## config.mk

```make
export PLATFORM = sky130hd
export DESIGN_NAME = uart_receiver_flat
export DESIGN_NICKNAME = d
export VERILOG_FILES = /design/src/rtl/uart_pkg.sv /design/src/rtl/uart_receiver_if.sv /design/src/rtl/uart_baud_tick.sv /design/src/rtl/uart_receiver.sv /design/src/flat_wrapper.sv
export SDC_FILE = /design/constraint.sdc
export NUM_CORES = 1
export LEC_CHECK = 0
export ABC_CLOCK_PERIOD_IN_PS = 4000
export CAP_MARGIN = 40
export CORE_AREA = 3 3 78 80
export CTS_CLUSTER_DIAMETER = 30
export CTS_CLUSTER_SIZE = 16
export DETAILED_ROUTE_END_ITERATION = 8
export DIE_AREA = 0 0 81 83
export GPL_TIMING_DRIVEN = 0
export SYNTH_ARGS = -nofsm -noshare
export SYNTH_HDL_FRONTEND = slang
export SYNTH_SLANG_ARGS = --single-unit
```

## constraint.sdc

```tcl
create_clock -name clk -period 4 [get_ports clk]
set_clock_uncertainty 0.2 [all_clocks]
set_input_delay 1 -clock clk [delete_from_list [all_inputs] [get_ports clk]]
set_output_delay 1 -clock clk [all_outputs]
set_load 0.005 [all_outputs]
```

## src/rtl/uart_pkg.sv

```systemverilog
// Frame constants and receiver state encoding shared by the UART receiver and transmitter.
package uart_pkg;

  localparam int unsigned OVERSAMPLE  = 16;
  localparam int unsigned VOTE_FIRST  = 7;
  localparam int unsigned VOTE_DECIDE = 9;
  localparam int unsigned DATA_BITS   = 8;

  typedef enum logic [2:0] {
    StIdle,
    StStart,
    StData,
    StStop,
    StWaitHigh
  } rx_state_e;

endpackage

```

## src/rtl/uart_receiver_if.sv

```systemverilog
// Serial pin plus received-byte outputs of the UART receiver.
interface uart_receiver_if;
  import uart_pkg::*;

  logic                 rx;
  logic [DATA_BITS-1:0] data;
  logic                 data_valid;
  logic                 framing_error;
  logic                 busy;

  // master: the receiver itself; slave: the pin driver and byte consumer
  modport master (input rx, output data, output data_valid, output framing_error, output busy);
  modport slave  (output rx, input data, input data_valid, input framing_error, input busy);

endinterface

```

## src/rtl/uart_baud_tick.sv

```systemverilog
// Oversample prescaler: one-cycle tick every CLKS_PER_TICK clocks, restartable via clear.
module uart_baud_tick #(
  parameter int unsigned CLKS_PER_TICK = 651
) (
  input  logic clk,
  input  logic rst_n,
  input  logic clear,
  output logic tick
);

  localparam int unsigned     CntW    = $clog2(CLKS_PER_TICK);
  localparam logic [CntW-1:0] CntLast = CntW'(CLKS_PER_TICK - 1);

  logic [CntW-1:0] cnt_q;

  always_ff @(posedge clk or negedge rst_n) begin
    if (!rst_n) begin
      cnt_q <= '0;
    end else if (clear || (cnt_q == CntLast)) begin
      cnt_q <= '0;
    end else begin
      cnt_q <= cnt_q + 1'b1;
    end
  end

  assign tick = (cnt_q == CntLast);

endmodule

```

## src/rtl/uart_receiver.sv

```systemverilog
// 8N1 UART receiver: 2-flop synchroniser, 16x oversampling, 3-sample majority vote per bit.
module uart_receiver
  import uart_pkg::*;
#(
  parameter int unsigned CLKS_PER_TICK = 651
) (
  input  logic            clk,
  input  logic            rst_n,
  uart_receiver_if.master bus
);

  localparam logic [3:0] VoteS0     = 4'(VOTE_FIRST);
  localparam logic [3:0] VoteS1     = 4'(VOTE_FIRST + 1);
  localparam logic [3:0] VoteDecide = 4'(VOTE_DECIDE);
  localparam logic [2:0] LastBit    = 3'(DATA_BITS - 1);

  logic                 sync1_q, rxs_q, rxs_d_q;
  rx_state_e            state_q;
  logic [3:0]           tick_cnt_q;
  logic [2:0]           bit_idx_q;
  logic [1:0]           sample_q;
  logic [DATA_BITS-1:0] shift_q, data_q;
  logic                 data_valid_q, framing_error_q, busy_q;

  logic       start_edge, tick, vote, decide, wrap;
  logic [3:0] tick_pos;

  always_ff @(posedge clk or negedge rst_n) begin
    if (!rst_n) begin
      sync1_q <= 1'b1;
      rxs_q   <= 1'b1;
      rxs_d_q <= 1'b1;
    end else begin
      sync1_q <= bus.rx;
      rxs_q   <= sync1_q;
      rxs_d_q <= rxs_q;
    end
  end

  assign start_edge = (state_q == StIdle) && rxs_d_q && !rxs_q;

  uart_baud_tick #(
    .CLKS_PER_TICK(CLKS_PER_TICK)
  ) u_baud_tick (
    .clk  (clk),
    .rst_n(rst_n),
    .clear(start_edge),
    .tick (tick)
  );

  // Position of the current tick within the bit; 0 marks the 15->0 wrap.
  assign tick_pos = tick_cnt_q + 4'd1;
  assign decide   = tick && (tick_pos == VoteDecide);
  assign wrap     = tick && (tick_pos == 4'd0);
  assign vote     = (sample_q[0] & sample_q[1]) | (sample_q[0] & rxs_q) | (sample_q[1] & rxs_q);

  always_ff @(posedge clk or negedge rst_n) begin
    if (!rst_n) begin
      state_q         <= StIdle;
      tick_cnt_q      <= '0;
      bit_idx_q       <= '0;
      sample_q        <= '0;
      shift_q         <= '0;
      data_q          <= '0;
      data_valid_q    <= 1'b0;
      framing_error_q <= 1'b0;
      busy_q          <= 1'b0;
    end else begin
      data_valid_q    <= 1'b0;
      framing_error_q <= 1'b0;
      case (state_q)
        StIdle: begin
          if (start_edge) begin
            state_q    <= StStart;
            tick_cnt_q <= '0;
            busy_q     <= 1'b1;
          end
        end
        // A held-low line must go high before a new start edge is trusted.
        StWaitHigh: begin
          if (rxs_q) begin
            state_q <= StIdle;
            busy_q  <= 1'b0;
          end
        end
        default: begin
          if (tick) tick_cnt_q <= tick_pos;
          if (tick && (tick_pos == VoteS0)) sample_q[0] <= rxs_q;
          if (tick && (tick_pos == VoteS1)) sample_q[1] <= rxs_q;
          if (decide) begin
            if (state_q == StStart) begin
              if (vote) begin
                state_q <= StIdle;
                busy_q  <= 1'b0;
              end
            end else if (state_q == StData) begin
              shift_q <= {vote, shift_q[DATA_BITS-1:1]};
            end else if (vote) begin
              // Good stop: leave at mid-stop so a back-to-back start is not missed.
              data_q       <= shift_q;
              data_valid_q <= 1'b1;
              state_q      <= StIdle;
              busy_q       <= 1'b0;
            end else begin
              framing_error_q <= 1'b1;
              state_q         <= StWaitHigh;
            end
          end
          if (wrap) begin
            if (state_q == StStart) begin
              state_q   <= StData;
              bit_idx_q <= '0;
            end else if (state_q == StData) begin
              if (bit_idx_q == LastBit) state_q <= StStop;
              else bit_idx_q <= bit_idx_q + 1'b1;
            end
          end
        end
      endcase
    end
  end

  assign bus.data          = data_q;
  assign bus.data_valid    = data_valid_q;
  assign bus.framing_error = framing_error_q;
  assign bus.busy          = busy_q;

endmodule

```

## src/flat_wrapper.sv

```systemverilog
// flat-port wrapper written by rule: the top's interface ports become plain ports
module uart_receiver_flat import uart_pkg::*;
#(
  parameter int unsigned CLKS_PER_TICK = 651
)
  (clk, rst_n, bus_rx, bus_data, bus_data_valid, bus_framing_error, bus_busy);
  uart_receiver_if bus_i ();
  input  logic clk;
  input  logic rst_n;
  input wire logic [$bits(bus_i.rx)-1:0] bus_rx;
  output wire logic [$bits(bus_i.data)-1:0] bus_data;
  output wire logic [$bits(bus_i.data_valid)-1:0] bus_data_valid;
  output wire logic [$bits(bus_i.framing_error)-1:0] bus_framing_error;
  output wire logic [$bits(bus_i.busy)-1:0] bus_busy;
  assign bus_i.rx = bus_rx;
  assign bus_data = bus_i.data;
  assign bus_data_valid = bus_i.data_valid;
  assign bus_framing_error = bus_i.framing_error;
  assign bus_busy = bus_i.busy;
  uart_receiver #(.CLKS_PER_TICK(CLKS_PER_TICK)) u_core (.clk(clk), .rst_n(rst_n), .bus(bus_i));
endmodule
```

### After elaboration in Yosys (flattened, before gate mapping)

Index checks and enable logic that the tools add are counted.

| word-level totals | value |
|---|---|
| register bits | 44 |
| input port bits | 3 |
| word-level logic and storage cells | 96 |
| output and inout port bits | 11 |

| operators by class | value |
|---|---|
| reductions and logical operators | 22 |
| equality and inequality tests | 12 |
| mux-type cells | 36 |
| $add $sub $neg | 3 |
| bitwise gates (word level) | 9 |

Operators with widths:

| kind | number |
|---|---|
| two-way mux 3 bit | 14 |
| two-way mux 1 bit | 16 |
| AND reduction 4 bit | 3 |
| adder 10 x 1 -> 10 bit, second input constant | 1 |
| == test 10 bit, second input constant | 1 |
| two-way mux 10 bit | 1 |
| == test 4 bit, second input constant | 2 |
| two-way mux 4 bit | 2 |
| one-hot mux 4 bit (2 select lines) | 1 |
| == test 3 bit, second input constant | 2 |
| logical AND 1 bit | 6 |
| one-hot mux 3 bit (2 select lines) | 1 |
| AND reduction 2 bit | 3 |
| AND reduction 5 bit | 1 |
| adder 4 x 1 -> 4 bit, second input constant | 1 |
| == test 4 x 3 -> 1 bit, second input constant | 1 |
| logical NOT 4 bit | 1 |
| != test 2 x 1 -> 1 bit, second input constant | 2 |
| != test 4 x 2 -> 1 bit, second input constant | 1 |
| NOT 1 bit | 4 |
| nonzero test 2 bit | 2 |
| adder 3 x 1 -> 3 bit, second input constant | 1 |
| bitwise AND 1 bit | 3 |
| == test 3 x 1 -> 1 bit, second input constant | 1 |
| other kinds (10) | 11 |

### Depth between registers and ports, before layout

Gate-level depths: netlist of run 1.

| logic depth | value |
|---|---|
| depth in word-level cells | 12 |
| depth in mapped cells | 7 |
| gate-level depth less buffers | 6 |

### Modules after synthesis

A second synthesis of run 1 with hierarchy kept.

| second synthesis, totals | value |
|---|---|
| cells, all modules | 176 |
| area, all modules | 2092.0 µm² |

By module, submodules not included:

| module | seq. area each (µm²) | area an instance (µm²) | cells an instance | times used |
|---|---|---|---|---|
| uart_receiver | 854.6 | 1579.0 | 125 | 1 |
| uart_baud_tick | 250.2 | 513.0 | 51 | 1 |

### Worst setup path before layout of run 1

No wires, ideal clock.

| path | value |
|---|---|
| path type | register to register |
| start point | reg u_core.tick_cnt_q[1] |
| end point | reg u_core.shift_q[0] |
| setup slack | 1.773 ns |
| stages on the path, launching flop included | 8 |
| clock period less this slack | 2.227 ns |
| path buffers | 1 |
| arrival | 1.901 ns |
| setup time | 0.125 ns |
| cells stage by stage | dfrtp_1 ha_1 nand2_1 a21oi_2 o21ai_2 or3_1 buf_6 mux2_4 |

| on the way | value |
|---|---|
| longest elaborated chain between the ends | 4 |

RTL lines:

| item | line | RTL |
|---|---|---|
| start, declared | uart_receiver.sv:19 | `logic [3:0] tick_cnt_q;` |
| start signal, assigned | uart_receiver.sv:87 | `if (tick) tick_cnt_q <= tick_pos;` |
| adder 4 x 1 -> 4 bit | uart_receiver.sv:52 | `assign tick_pos = tick_cnt_q + 4'd1;` |
| == test 4 bit | uart_receiver.sv:53 | `assign decide = tick && (tick_pos == VoteDecide);` |
| logical AND 1 bit | uart_receiver.sv:53 |  |
| AND reduction 4 bit (no line) | -- |  |
| end signal, assigned | uart_receiver.sv:97 | `shift_q <= {vote, shift_q[DATA_BITS-1:1]};` |
| end, declared | uart_receiver.sv:22 | `logic [DATA_BITS-1:0] shift_q, data_q;` |

Every way passes these cells.
A chain may end at the register's enable or synchronous reset.

### Worst setup path in the final report of run 1

| path | value |
|---|---|
| start point | reg u_core.tick_cnt_q[1] |
| end point | reg u_core.shift_q[1] |

Same word-level chain as after synthesis.

==> impl_metrics.env, run 1 <==
export IMPL_status="finished, final reports clean"
export IMPL_ys_warn_count=0
export IMPL_pwr_share_clk=0.366
export IMPL_port_buffers=13
export IMPL_arrival_ps=2460
export IMPL_gp_congestion=0.830
export IMPL_ys_async_sr_fraction=1.00
export IMPL_yosysTopAreaCellShare=0.471
export IMPL_combPwrFrac=0.103
export IMPL_fin_setup_tns_ps=0
export IMPL_synthTopCellsByCount="dfrtp_1 (41), nor2_1 (19), nand2_1 (13), mux2_2 (11)"
export IMPL_die_h_um=83
export IMPL_hold_depth=0
export IMPL_reg2reg_setup_slack_ps=1540
export IMPL_wl_per_cell_um=13.0
export IMPL_holdCritPathClass="flop to flop"
export IMPL_diodes=0
export IMPL_setup_viol=0
export IMPL_hold_viol_final=0
export IMPL_synth_ff_type="dfrtp_1"
export IMPL_initial_core_util=0.398
export IMPL_drv_cap=0
export IMPL_antenna_found_initial=0
export IMPL_worstPathMaxFanout=8
export IMPL_vias=1427
export IMPL_place_area_um2=2410
export IMPL_internal_power_w=0.000742
export IMPL_post_cts_setup_buffers=0
export IMPL_crit_type="flop to flop"
export IMPL_ios=14
export IMPL_min_to="u_core.rxs_q"
export IMPL_min_period_ps=2460
export IMPL_track_usage=0.119
export IMPL_cts_buffers=5
export IMPL_place_hpwl_um=2640
export IMPL_seq_area_frac_synth=0.507
export IMPL_grt_max_degree=28
export IMPL_grt_pass1_wl_um=6310
export IMPL_ir_drop_mv=0.172
export IMPL_max_freq_ghz=0.406
export IMPL_drc=0
export IMPL_yosys_cell_types_count=44
export IMPL_ant_nets=0
export IMPL_vias_per_cell=5.02
export IMPL_cts_sinks=44
export IMPL_syn_area_per_cell_um2=11.5
export IMPL_synth_area_leaders="dfrtp_1 (47%), mux2_2 (5.7%), mux2_4 (5.5%), ha_1 (4.6%), dfstp_2 (3.6%)"
export IMPL_syn_area_um2=2180
export IMPL_synth_edf_count=0
export IMPL_p_leak_nw=1.17
export IMPL_num_rows=27
export IMPL_synth_net_count=201
export IMPL_finalInstanceArea_um2=2540
export IMPL_rr_startpoint="u_core.tick_cnt_q[1]"
export IMPL_synth_top_area_cell="dfrtp_1"
export IMPL_required_ps=3990
export IMPL_final_layout_size_suffix_gt1_frac=0.217
export IMPL_core_um2=5470
export IMPL_tightest_slew_ps=462
export IMPL_start_kind="flop"
export IMPL_clock_latency_ps=300
export IMPL_relSlewSlack=0.691
export IMPL_cts_tree="done"
export IMPL_dieArea_um2=6720
export IMPL_min_from="u_core.sync1_q"
export IMPL_post_cts_resized=0
export IMPL_r2r_cells=7
export IMPL_clk_path_buf_depth=2
export IMPL_drt_wl_total_um=3690
export IMPL_first_pass_iters=4
export IMPL_grt_pass1_vias=1346
export IMPL_p_sw_frac=0.253
export IMPL_yosysMostFrequentCell="dfrtp_1"
export IMPL_p_sw_w=0.000252
export IMPL_cts_max_level=2
export IMPL_cts_root_buf="clkbuf_8"
export IMPL_clk_pin_slew_ps=80
export IMPL_rsz0062_at_grt="false"
export IMPL_hold_buffers=0
export IMPL_area_delta_synth_final_pct=16.4
export IMPL_crit_path_end_kind="flop"
export IMPL_fin_crit_sh=0.615
export IMPL_overflow=0
export IMPL_seq_power_share=0.531
export IMPL_power_density_nw_per_um2=392
export IMPL_drt_iter0_markers=52
export IMPL_r2r_end="u_core.shift_q[1]"
export IMPL_dieWidth_um=81
export IMPL_nets=222
export IMPL_ys_ff_latch=44
export IMPL_synth_cells=190
export IMPL_slew_violations=0
[power by group through the flow]
stage                     clock, W  combinational (W)  sequential, W
after global routing      0.000391           0.000124       0.000535
after floorplan                  0          0.0000780       0.000526
final                     0.000364           0.000103       0.000528
after global placement           0           0.000100       0.000536
after CTS                 0.000375           0.000105       0.000528
after detailed placement         0           0.000106       0.000536
[cell families after synthesis]
family,share of synthesized area
DFF,0.507
muxes,0.122
xor gates and xnor gates,0.0362
buffers and inverters,0.0253
and+or+nand+nor,0.175
AOI/OAI and AO/OA,0.0844
adders and majority gates,0.0505
[cell type report]
type,count,area [um^2]
fillers,528,2940
flip-flops and latches,44,1100
multi-input cells,134,1020
repair buffers,14,145
well taps,72,90.1
clock buffers,6,82.6
clock inverters,2,38.8
plain buffers,6,32.5
inverters,6,22.5
[worst max-delay path, stage by stage (launching register included)]
cell	delay, ps
dfrtp_1	500
ha_1	400
nand2_1	130
a21oi_2	190
o21ai_2	120
or3_1	370
buf_6	160
mux2_4	290
[layer usage]
metal  GRT usage  up-vias  wire length, um
met2       0.164       30             1580
met4      0.0507        0               52
met3      0.0456        6              170
li1            -      710                -
met1       0.166      681             1890
met5           0        -                0
[state kept, by name, indices dropped and copies added (netlist names)]
register / cells
u_core.bit_idx_q: 3
u_core.bus.busy: 1
u_core.bus.data: 8
u_core.bus.data_valid: 1
u_core.bus.framing_error: 1
u_core.rxs_d_q: 1
u_core.rxs_q: 1
u_core.sample_q: 2
u_core.shift_q: 8
u_core.state_q: 3
u_core.sync1_q: 1
u_core.tick_cnt_q: 4
u_core.u_baud_tick.cnt_q: 10
[placed cells by master (no fill, tap or decap), drive strengths merged, types with 2 or more instances in the layout]
cell type and instances:
clkdlybuf4s50 12, a21oi 7, o211ai 2, clkbuf 9
or3 2, xnor2 6, and2 3, nor3 6
nor4b 2, nor2 19, and4 2, dfstp 3
nand3 5, a221oi 2, o22ai 3, a211oi 2
inv 6, o31ai 2, nand2 15, mux2 21
nor2b 3, dfrtp 41, o21ai 7, buf 5
and3 4, ha 8, nand2b 3, xor2 3
[worst max-delay path by stage]
stage,start,slack [ps],cells after the start,to
floorplan,u_core.tick_cnt_q[1],1770,7,u_core.shift_q[0]
global placement,rst_n,530,1,u_core.bit_idx_q[2]
detailed placement,u_core.tick_cnt_q[1],1550,6,u_core.bus.data[3]
CTS,u_core.tick_cnt_q[1],1530,6,u_core.bus.data[7]
global route,u_core.tick_cnt_q[1],1390,6,u_core.bus.data[7]
finish,u_core.tick_cnt_q[1],1540,7,u_core.shift_q[1]
[metrics by stage]
stage	total power, W	util	setup WS (ps)	std cells	hold slack (ps)
after global routing	0.00105	0.463	1390	284	163
after CTS	0.00101	0.463	1530	284	159
after global placement	0.000636	0.439	528	275	148
after floorplan	0.000604	-	1770	190	145
final	0.000994	0.463	1540	284	157
after detailed placement	0.000642	0.441	1550	276	147
Power figures use the tool's default switching activity.
==> run 2, diff against run 1 <==
--- a/config.mk
+++ b/config.mk
@@ -5,7 +5,7 @@
 export SDC_FILE = /design/constraint.sdc
 export NUM_CORES = 1
 export LEC_CHECK = 0
-export ABC_CLOCK_PERIOD_IN_PS = 4000
+export ABC_CLOCK_PERIOD_IN_PS = 2100
 export CAP_MARGIN = 40
 export CORE_AREA = 3 3 78 80
 export CTS_CLUSTER_DIAMETER = 30
==> constraint.sdc (replaced) <==
create_clock -name clk -period 2.1 [get_ports clk]
set_clock_uncertainty 0.2 [all_clocks]
set_input_delay 0.525 -clock clk [delete_from_list [all_inputs] [get_ports clk]]
set_output_delay 0.525 -clock clk [all_outputs]
set_load 0.005 [all_outputs]
==> impl_metrics.env, run 2 (same netlist as run 1, synthesis figures left out) <==
export IMPL_core_um2=5470
export IMPL_area_delta_synth_final_pct=27.3
export IMPL_num_rows=27
export IMPL_drt_iter0_markers=62
export IMPL_tightest_slew_ps=450
export IMPL_start_kind="flop"
export IMPL_rr_startpoint="u_core.u_baud_tick.cnt_q[5]"
export IMPL_pre_cts_ws_ps=-201
export IMPL_drv_cap=0
export IMPL_clk_path_buf_depth=2
export IMPL_port_buffers=13
export IMPL_crit_type="flop to flop"
export IMPL_setup_viol=17
export IMPL_cts_buffers=5
export IMPL_final_common_cell="dfrtp_1"
export IMPL_crit_path_end_kind="flop"
export IMPL_place_area_um2=2430
export IMPL_slew_violations=0
export IMPL_grt_pass1_wl_um=6840
export IMPL_cp_startpoint="u_core.u_baud_tick.cnt_q[5]"
export IMPL_p_leak_nw=1.25
export IMPL_nFillCells=508
export IMPL_place_hpwl_um=2660
export IMPL_power_density_nw_per_um2=697
export IMPL_ir_drop_mv=0.311
export IMPL_drt_wl_total_um=4090
export IMPL_overflow=0
export IMPL_worstPathMaxFanout=8
export IMPL_antenna_found_initial=0
export IMPL_holdCritPathClass="flop to flop"
export IMPL_top_register="u_core.u_baud_tick.cnt_q"
export IMPL_cts_sinks=44
export IMPL_vias_per_cell=4.98
export IMPL_largest_reg_flops=10
export IMPL_rsz0062_at_grt="true"
export IMPL_cts_tree="done"
export IMPL_required_ps=2090
export IMPL_drc=0
export IMPL_grt_max_degree=29
export IMPL_initial_core_util=0.398
export IMPL_die_h_um=83
export IMPL_dieArea_um2=6720
export IMPL_min_from="u_core.sync1_q"
export IMPL_hold_viol_final=0
export IMPL_finalInstanceArea_um2=2770
export IMPL_wl_per_cell_um=13.7
export IMPL_arrival_ps=2130
export IMPL_fin_setup_tns_ps=-323
export IMPL_cts_root_buf="clkbuf_8"
export IMPL_cts_max_level=2
export IMPL_ios=14
export IMPL_first_pass_iters=4
export IMPL_min_period_ps=2140
export IMPL_track_usage=0.130
export IMPL_relSlewSlack=0.698
export IMPL_dieWidth_um=81
export IMPL_final_layout_size_suffix_gt1_frac=0.335
export IMPL_clock_latency_ps=300
export IMPL_fin_crit_sh=1.02
export IMPL_diodes=0
export IMPL_max_freq_ghz=0.468
export IMPL_nets=237
export IMPL_fin_ws_ps=-37.9
export IMPL_grt_pass1_vias=1479
export IMPL_status="finished, violations left"
export IMPL_mostFrequentLayoutCells="dfrtp_1 (37), nor2_1 (18), mux2_4 (16)"
export IMPL_clk_pin_slew_ps=90
export IMPL_ant_nets=0
export IMPL_gp_congestion=0.789
export IMPL_vias=1489
export IMPL_violations="setup timing"
run 2: metal layers:
layer | wire [um] | share of wire | vias up | GRT usage
li1 | - | - | 738 | -
met1 | 1950 | 0.48 | 728 | 0.178
met2 | 1950 | 0.48 | 17 | 0.197
met3 | 112 | 0.027 | 6 | 0.0293
met4 | 72 | 0.018 | 0 | 0.0507
met5 | 0 | 0 | - | 0
run 2: critical path: stages, from the launching register on:
cell and delay, ps:
dfrtp_1 430, nor4b_2 330, nand4_1 260, or3_4 480, mux2_4 320
run 2: cell type report:
class	count	area, um^2	area share
Buffer	4	17.5	0.00631
Multi-Input combinational cell	134	1110	0.401
Tap cell	72	90.1	0.0325
Clock inverter	2	38.8	0.0140
Inverter	6	22.5	0.00812
Timing Repair Buffer	31	299	0.108
Clock buffer	6	82.6	0.0298
Sequential cell	44	1110	0.400
run 2: final timing paths:
path	end	slack (ps)	cells after the start
worst min register to register	u_core.rxs_q	160	0
min in group asynchronous	u_core.u_baud_tick.cnt_q[3]	480	2
worst max-delay path	u_core.shift_q[1]	-40	4
worst min-delay path	u_core.rxs_q	160	0
worst max register to register	u_core.shift_q[1]	-40	4
max in group asynchronous	u_core.state_q[0]	730	3
run 2: timing repair:
action,CTS,global route
pin swaps,8,10
gates resized for setup,7,18
hold endpoints to repair,13,0
endpoints found under the setup margin,19,25
hold buffers,1,0
buffers inserted,8,8
run 2: power breakdown:
| part | internal (W) | switching (W) | leakage (nW) | total [W] |
|---|---|---|---|---|
| sequential | 0.000922 | 0.0000834 | 0.577 | 0.00101 |
| combinational | 0.000131 | 0.000104 | 0.614 | 0.000234 |
| clock | 0.000389 | 0.000304 | 0.0614 | 0.000694 |
| total | 0.00144 | 0.000492 | 1.25 | 0.00193 |
run 2: per-stage QoR:
step / utilization / hold WS [ps] / total power [W] / instances
after floorplan: - / 29.4 / 0.00115 / 190
after global placement: 0.441 / 147 / 0.00121 / 275
after detailed placement: 0.444 / 147 / 0.00122 / 276
after CTS: 0.484 / 160 / 0.00194 / 292
after global routing: 0.507 / 168 / 0.00205 / 299
final: 0.507 / 158 / 0.00193 / 299
